## config.mk

```make
export PLATFORM = sky130hd
export DESIGN_NAME = split_memory_writer
export DESIGN_NICKNAME = d
export VERILOG_FILES = /design/src/rtl/split_memory_pkg.sv /design/src/rtl/split_memory_writer.sv
export SDC_FILE = /design/constraint.sdc
export NUM_CORES = 1
export LEC_CHECK = 0
export BUFFER_PORTS_ARGS = -buffer_cell sky130_fd_sc_hd__clkbuf_2
export CAP_MARGIN = 20
export CORE_MARGIN = 3
export CORE_UTILIZATION = 49
export DETAILED_ROUTE_END_ITERATION = 10
export PLACE_DENSITY = 0.84
export SYNTH_ARGS = -nofsm -noshare
export SYNTH_HDL_FRONTEND = slang
export SYNTH_SLANG_ARGS = --single-unit
```

## constraint.sdc

```tcl
create_clock -name wb_clk_i -period 2.2 [get_ports wb_clk_i]
set_input_delay 0.66 -clock wb_clk_i [delete_from_list [all_inputs] [get_ports wb_clk_i]]
set_output_delay 0.66 -clock wb_clk_i [all_outputs]
set_load 0.02 [all_outputs]
```

## src/rtl/split_memory_pkg.sv

```systemverilog
// Shared types and sizing for the split-macro burst writer.
// Two 512-word macros form one 1024-word logical space; bit 9 of the word address picks the macro.
package split_memory_pkg;

    typedef enum logic [1:0] {
        ST_IDLE = 2'd0,
        ST_RUN  = 2'd1,
        ST_DONE = 2'd2
    } state_t;

    localparam int MEM_ADDR_W  = 9;
    localparam int MEM_DEPTH   = 512;
    localparam int TOTAL_DEPTH = 1024;
    localparam int MAX_COUNT   = 1024;

endpackage

```

## src/rtl/split_memory_writer.sv

```systemverilog
// Streams a burst of words into two write-only SRAM macros: one word per cycle, and each write appears one cycle after it is accepted.
// Backpressure: s_ready is high only in RUN and drops while abort is high; s_valid low stalls the burst for as long as it stays low.
module split_memory_writer
    import split_memory_pkg::*;
#(
    parameter int ADDR_W = 10,
    parameter int DATA_W = 32
) (
    input  logic                  wb_clk_i,
    input  logic                  wb_rst_i,
    input  logic                  start,
    input  logic                  abort,
    input  logic [ADDR_W-1:0]     start_addr,
    input  logic [ADDR_W:0]       word_count,
    input  logic                  s_valid,
    input  logic [DATA_W-1:0]     s_data,
    input  logic [DATA_W/8-1:0]   s_wmask,
    output logic                  s_ready,
    output logic                  busy,
    output logic                  done,
    output logic                  csb_mem0,
    output logic                  web_mem0,
    output logic [DATA_W/8-1:0]   wmask_mem0,
    output logic [ADDR_W-2:0]     addr_mem0,
    output logic [DATA_W-1:0]     din_mem0,
    output logic                  csb_mem1,
    output logic                  web_mem1,
    output logic [DATA_W/8-1:0]   wmask_mem1,
    output logic [ADDR_W-2:0]     addr_mem1,
    output logic [DATA_W-1:0]     din_mem1
);

    localparam logic [ADDR_W:0] COUNT_LIMIT = (ADDR_W+1)'(MAX_COUNT);

    state_t              state;
    state_t              state_nxt;
    logic [ADDR_W-1:0]   addr_cnt;
    logic [ADDR_W:0]     remaining;
    logic [ADDR_W:0]     count_clamped;
    logic                accept;
    logic                sel_mem1;

    assign count_clamped = (word_count > COUNT_LIMIT) ? COUNT_LIMIT : word_count;
    assign accept        = s_valid && s_ready;
    assign sel_mem1      = addr_cnt[ADDR_W-1];

    always_ff @(posedge wb_clk_i) begin
        if (wb_rst_i) begin
            state <= ST_IDLE;
        end else begin
            state <= state_nxt;
        end
    end

    always_comb begin
        state_nxt = state;
        case (state)
            ST_IDLE: begin
                if (start) begin
                    state_nxt = (count_clamped == '0) ? ST_DONE : ST_RUN;
                end
            end
            ST_RUN: begin
                if (abort) begin
                    state_nxt = ST_IDLE;
                end else if (accept && remaining == (ADDR_W+1)'(1)) begin
                    state_nxt = ST_DONE;
                end
            end
            ST_DONE: state_nxt = ST_IDLE;
            default: state_nxt = ST_IDLE;
        endcase
    end

    always_comb begin
        s_ready = (state == ST_RUN) && !abort;
        busy    = (state != ST_IDLE);
        done    = (state == ST_DONE);
    end

    always_ff @(posedge wb_clk_i) begin
        if (wb_rst_i) begin
            addr_cnt  <= '0;
            remaining <= '0;
        end else if (state == ST_IDLE && start) begin
            addr_cnt  <= start_addr;
            remaining <= count_clamped;
        end else if (accept) begin
            addr_cnt  <= addr_cnt + 1'b1;
            remaining <= remaining - 1'b1;
        end
    end

    // Address, data and mask only move on a write to that macro; idle cycles hold them.
    always_ff @(posedge wb_clk_i) begin
        if (wb_rst_i) begin
            csb_mem0   <= 1'b1;
            web_mem0   <= 1'b1;
            wmask_mem0 <= '0;
            addr_mem0  <= '0;
            din_mem0   <= '0;
            csb_mem1   <= 1'b1;
            web_mem1   <= 1'b1;
            wmask_mem1 <= '0;
            addr_mem1  <= '0;
            din_mem1   <= '0;
        end else begin
            csb_mem0 <= !(accept && !sel_mem1);
            web_mem0 <= !(accept && !sel_mem1);
            csb_mem1 <= !(accept && sel_mem1);
            web_mem1 <= !(accept && sel_mem1);
            if (accept && !sel_mem1) begin
                wmask_mem0 <= s_wmask;
                addr_mem0  <= addr_cnt[ADDR_W-2:0];
                din_mem0   <= s_data;
            end
            if (accept && sel_mem1) begin
                wmask_mem1 <= s_wmask;
                addr_mem1  <= addr_cnt[ADDR_W-2:0];
                din_mem1   <= s_data;
            end
        end
    end

endmodule

```

==> impl_metrics.env <==
export IMPL_status="finished, final reports clean"
export IMPL_cts_clk_slew_worst_paths_ns=0.06
export IMPL_dp_slack_ns=0.121
export IMPL_drc_errors=0
export IMPL_wl_per_cell_um=14.7
export IMPL_via_per_inst=5.29
export IMPL_cap_violations=0
export IMPL_fin_crit_sh_pct=96.7
export IMPL_die_w_um=101
export IMPL_worst_pin_slew_ns=0.482
export IMPL_worst_setup_path_start_kind="flip-flop"
export IMPL_seq_area_um2=2300
export IMPL_clock_skew_ns=0.00628
export IMPL_ios=159
export IMPL_slew_viol_final=0
export IMPL_die_height_um=101
export IMPL_p_leak_nw=2.40
export IMPL_gp_congestion=0.851
export IMPL_min_delay_path_class="primary input to flip-flop"
export IMPL_dp_hpwl_mm=8.38
export IMPL_r2r_setup_slack_ns=0.30
export IMPL_fp_row_count=34
export IMPL_grt_pass1_wl_mm=19.6
export IMPL_rsz0062_at_grt="no"
export IMPL_synth_edff_count=0
export IMPL_grt_antenna_before_repair=0
export IMPL_setup_viol=0
export IMPL_cts_hold_buf=0
export IMPL_worstHoldEndpoint="din_mem0[7]$_SDFFE_PP0P_"
export IMPL_cts_sinks=115
export IMPL_crit_path_top_delay_cell="dfxtp_1"
export IMPL_power_frac_seq_pct=42.4
export IMPL_crit_fanout=8
export IMPL_initial_core_util_pct=50.7
export IMPL_fillerInstances=747
export IMPL_fin_setup_tns_ns=0
export IMPL_clkPwrFrac_pct=50.4
export IMPL_core_area_um2=8720
export IMPL_power_w=0.00519
export IMPL_netlist_top_cells_area="dfxtp_1 (52%), nand2_1 (16%), a21oi_1 (11%)"
export IMPL_ff2ff_path_depth=4
export IMPL_drt_initial_drc_count=198
export IMPL_grt_pass1_vias=4205
export IMPL_die_area_um2=10200
export IMPL_ys_seq_area_share_pct=52.1
export IMPL_clock_latency_ns=0.50
export IMPL_end_kind="output pin"
export IMPL_path_buf_inv=1
export IMPL_vdd_drop_max_mv=0.476
export IMPL_hp_start="s_data[7]"
export IMPL_yosys_warnings=0
export IMPL_n_antenna_cell=0
export IMPL_h_tree_depth=4
export IMPL_synth_area_um2=4420
export IMPL_fmax_ghz=0.470
export IMPL_ys_ff_latch=115
export IMPL_maxSlewHeadroom_pct=67.7
export IMPL_clk_path_buf_depth=2
export IMPL_combPwrFrac_pct=7.2
export IMPL_final_common_cell="nand2_1"
export IMPL_synth_top_cell_area_share_pct=52.1
export IMPL_vias=4364
export IMPL_routed_wl_mm=12.2
export IMPL_fin_crit_ns=2.13
export IMPL_syn2layout_area_growth_pct=33.4
export IMPL_cp_top_family="flip-flops"
export IMPL_worstSetupPathType="flip-flop to output pin"
export IMPL_final_cell_mix="nand2_1 (193), clkbuf_2 (157), dfxtp_1 (115)"
export IMPL_power_density_nw_per_um2=880
export IMPL_hold_path_depth=3
export IMPL_io_buffers=158
export IMPL_multi_input_area_um2=1950
export IMPL_syn_num_nets=623
export IMPL_layout_nets=770
export IMPL_drive_gt1_share_pct=29.0
export IMPL_cts_tree="built"
export IMPL_switching_share_pct=23.8
export IMPL_path_depth=2
export IMPL_synth_avg_cell_area_um2=7.92
export IMPL_fin_area_um2=5900
export IMPL_r2r_start="remaining[4]$_SDFFE_PP0P_"
export IMPL_hold_viol=0
export IMPL_yosysTopAreaCell="dfxtp_1"
export IMPL_power_internal_w=0.00396
export IMPL_grt_max_degree=47
export IMPL_synth_cell_types=40
export IMPL_switchingPower_w=0.00123
export IMPL_rr_endpoint="remaining[10]$_SDFFE_PP0P_"
export IMPL_grt_overflow=0
export IMPL_grt_use_total_pct=24.2
export IMPL_cts_setup_buffers=0
export IMPL_synth_flop_cell="dfxtp_1"
export IMPL_cp_required_ns=1.54
export IMPL_crit_chain="nor3b_4 > clkbuf_2"
export IMPL_clockRootBuffer="clkbuf_8"
export IMPL_dr_pass1_iters=4
export IMPL_finalWorstSetupSlack_ns=0.0723
export IMPL_critPathArrivalTime_ns=1.47
export IMPL_syn_inst=558
export IMPL_placed_area_um2=5310
export IMPL_slowest_delay_ns=0.45
export IMPL_synthArstFlopShare_pct=0
export IMPL_cts_buffers=17
export IMPL_ant_nets=0
[flip-flops by register name (all words and copies together) (netlist names), 2 cells and up]
signal	cells
din_mem1	32
addr_mem1	9
wmask_mem1	4
remaining	11
addr_cnt	10
addr_mem0	9
state	2
wmask_mem0	4
din_mem0	32
[cell usage after synthesis (2+ instances only)]
master	number
nand2_1	193
dfxtp_1	115
a21oi_1	97
clkbuf_1	37
nor2_1	18
a211oi_1	11
xnor2_1	9
inv_1	7
nor4_1	7
nand3_1	6
nor3_1	6
o21ai_0	5
a22o_1	4
a311oi_1	4
xor2_1	4
ha_1	3
nand4_1	3
or3_1	3
buf_4	2
nand2b_1	2
o211ai_1	2
o31ai_1	2
[power groups by stage]
| stage | clock network (W) | registers, W | logic, W |
|---|---|---|---|
| floorplan | 0 | 0.00225 | 0.000202 |
| global placement | 0 | 0.00224 | 0.000360 |
| detailed placement | 0 | 0.00224 | 0.000370 |
| CTS | 0.00265 | 0.00220 | 0.000374 |
| global route | 0.00277 | 0.00221 | 0.000418 |
| finish | 0.00261 | 0.00220 | 0.000375 |
[cell type report]
cell class	count	share of cell area, %
flip-flops and latches	115	39.0
clock inverters	12	2.23
clock buffers	19	7.49
inverters	7	0.446
well taps	108	2.29
multi-input cells	396	33.1
repair buffers	168	15.4
[worst min-delay path, stage by stage]
cell	delay, ns
clkbuf_2	0.09
nand2_1	0.05
a21oi_1	0.05
[worst max path at each step]
stage | start | end
2_1_floorplan | abort | s_ready
3_3_place_gp | abort | s_ready
3_5_place_dp | word_count[0] | remaining[5]$_SDFFE_PP0P_
4_1_cts | state[0]$_SDFFE_PP0P_ | s_ready
5_1_grt | state[0]$_SDFFE_PP0P_ | s_ready
6_report | state[0]$_SDFFE_PP0P_ | s_ready
[metal layers]
layer / vias up / wire length, µm / share of wire [%] / GRT usage (%)
li1: 2162 / - / - / -
met1: 2017 / 5070 / 42 / 30.1
met2: 158 / 5920 / 49 / 38.5
met3: 27 / 865 / 7.1 / 8.24
met4: 0 / 298 / 2.5 / 10.0
met5: - / 0 / 0 / 0
[kinds of logic (layout without fill, tap and decap cells)]
group,Yosys count,count (layout),synth area share (%)
compound gates,128,128,16.2
xor+xnor,13,13,2.58
fa+ha+maj,3,3,0.849
buf+inv,47,206,4.19
flops,115,115,52.1
simple gates,252,252,24.1
[stage by stage]
step	instances	util (%)	hold slack, ns
finish	825	67.6	0.387
floorplan	558	-	0.470
global route	825	67.6	0.374
detailed placement	794	60.9	0.446
CTS	825	67.5	0.367
global placement	794	60.9	0.441
[repair_timing]
item	4_1_cts	5_1_grt
hold endpoints to repair	0	0
setup endpoints to repair	1	1
gates resized for setup	1	1
gates cloned	0	0
No activity file was read; power rests on OpenSTA's default activity.
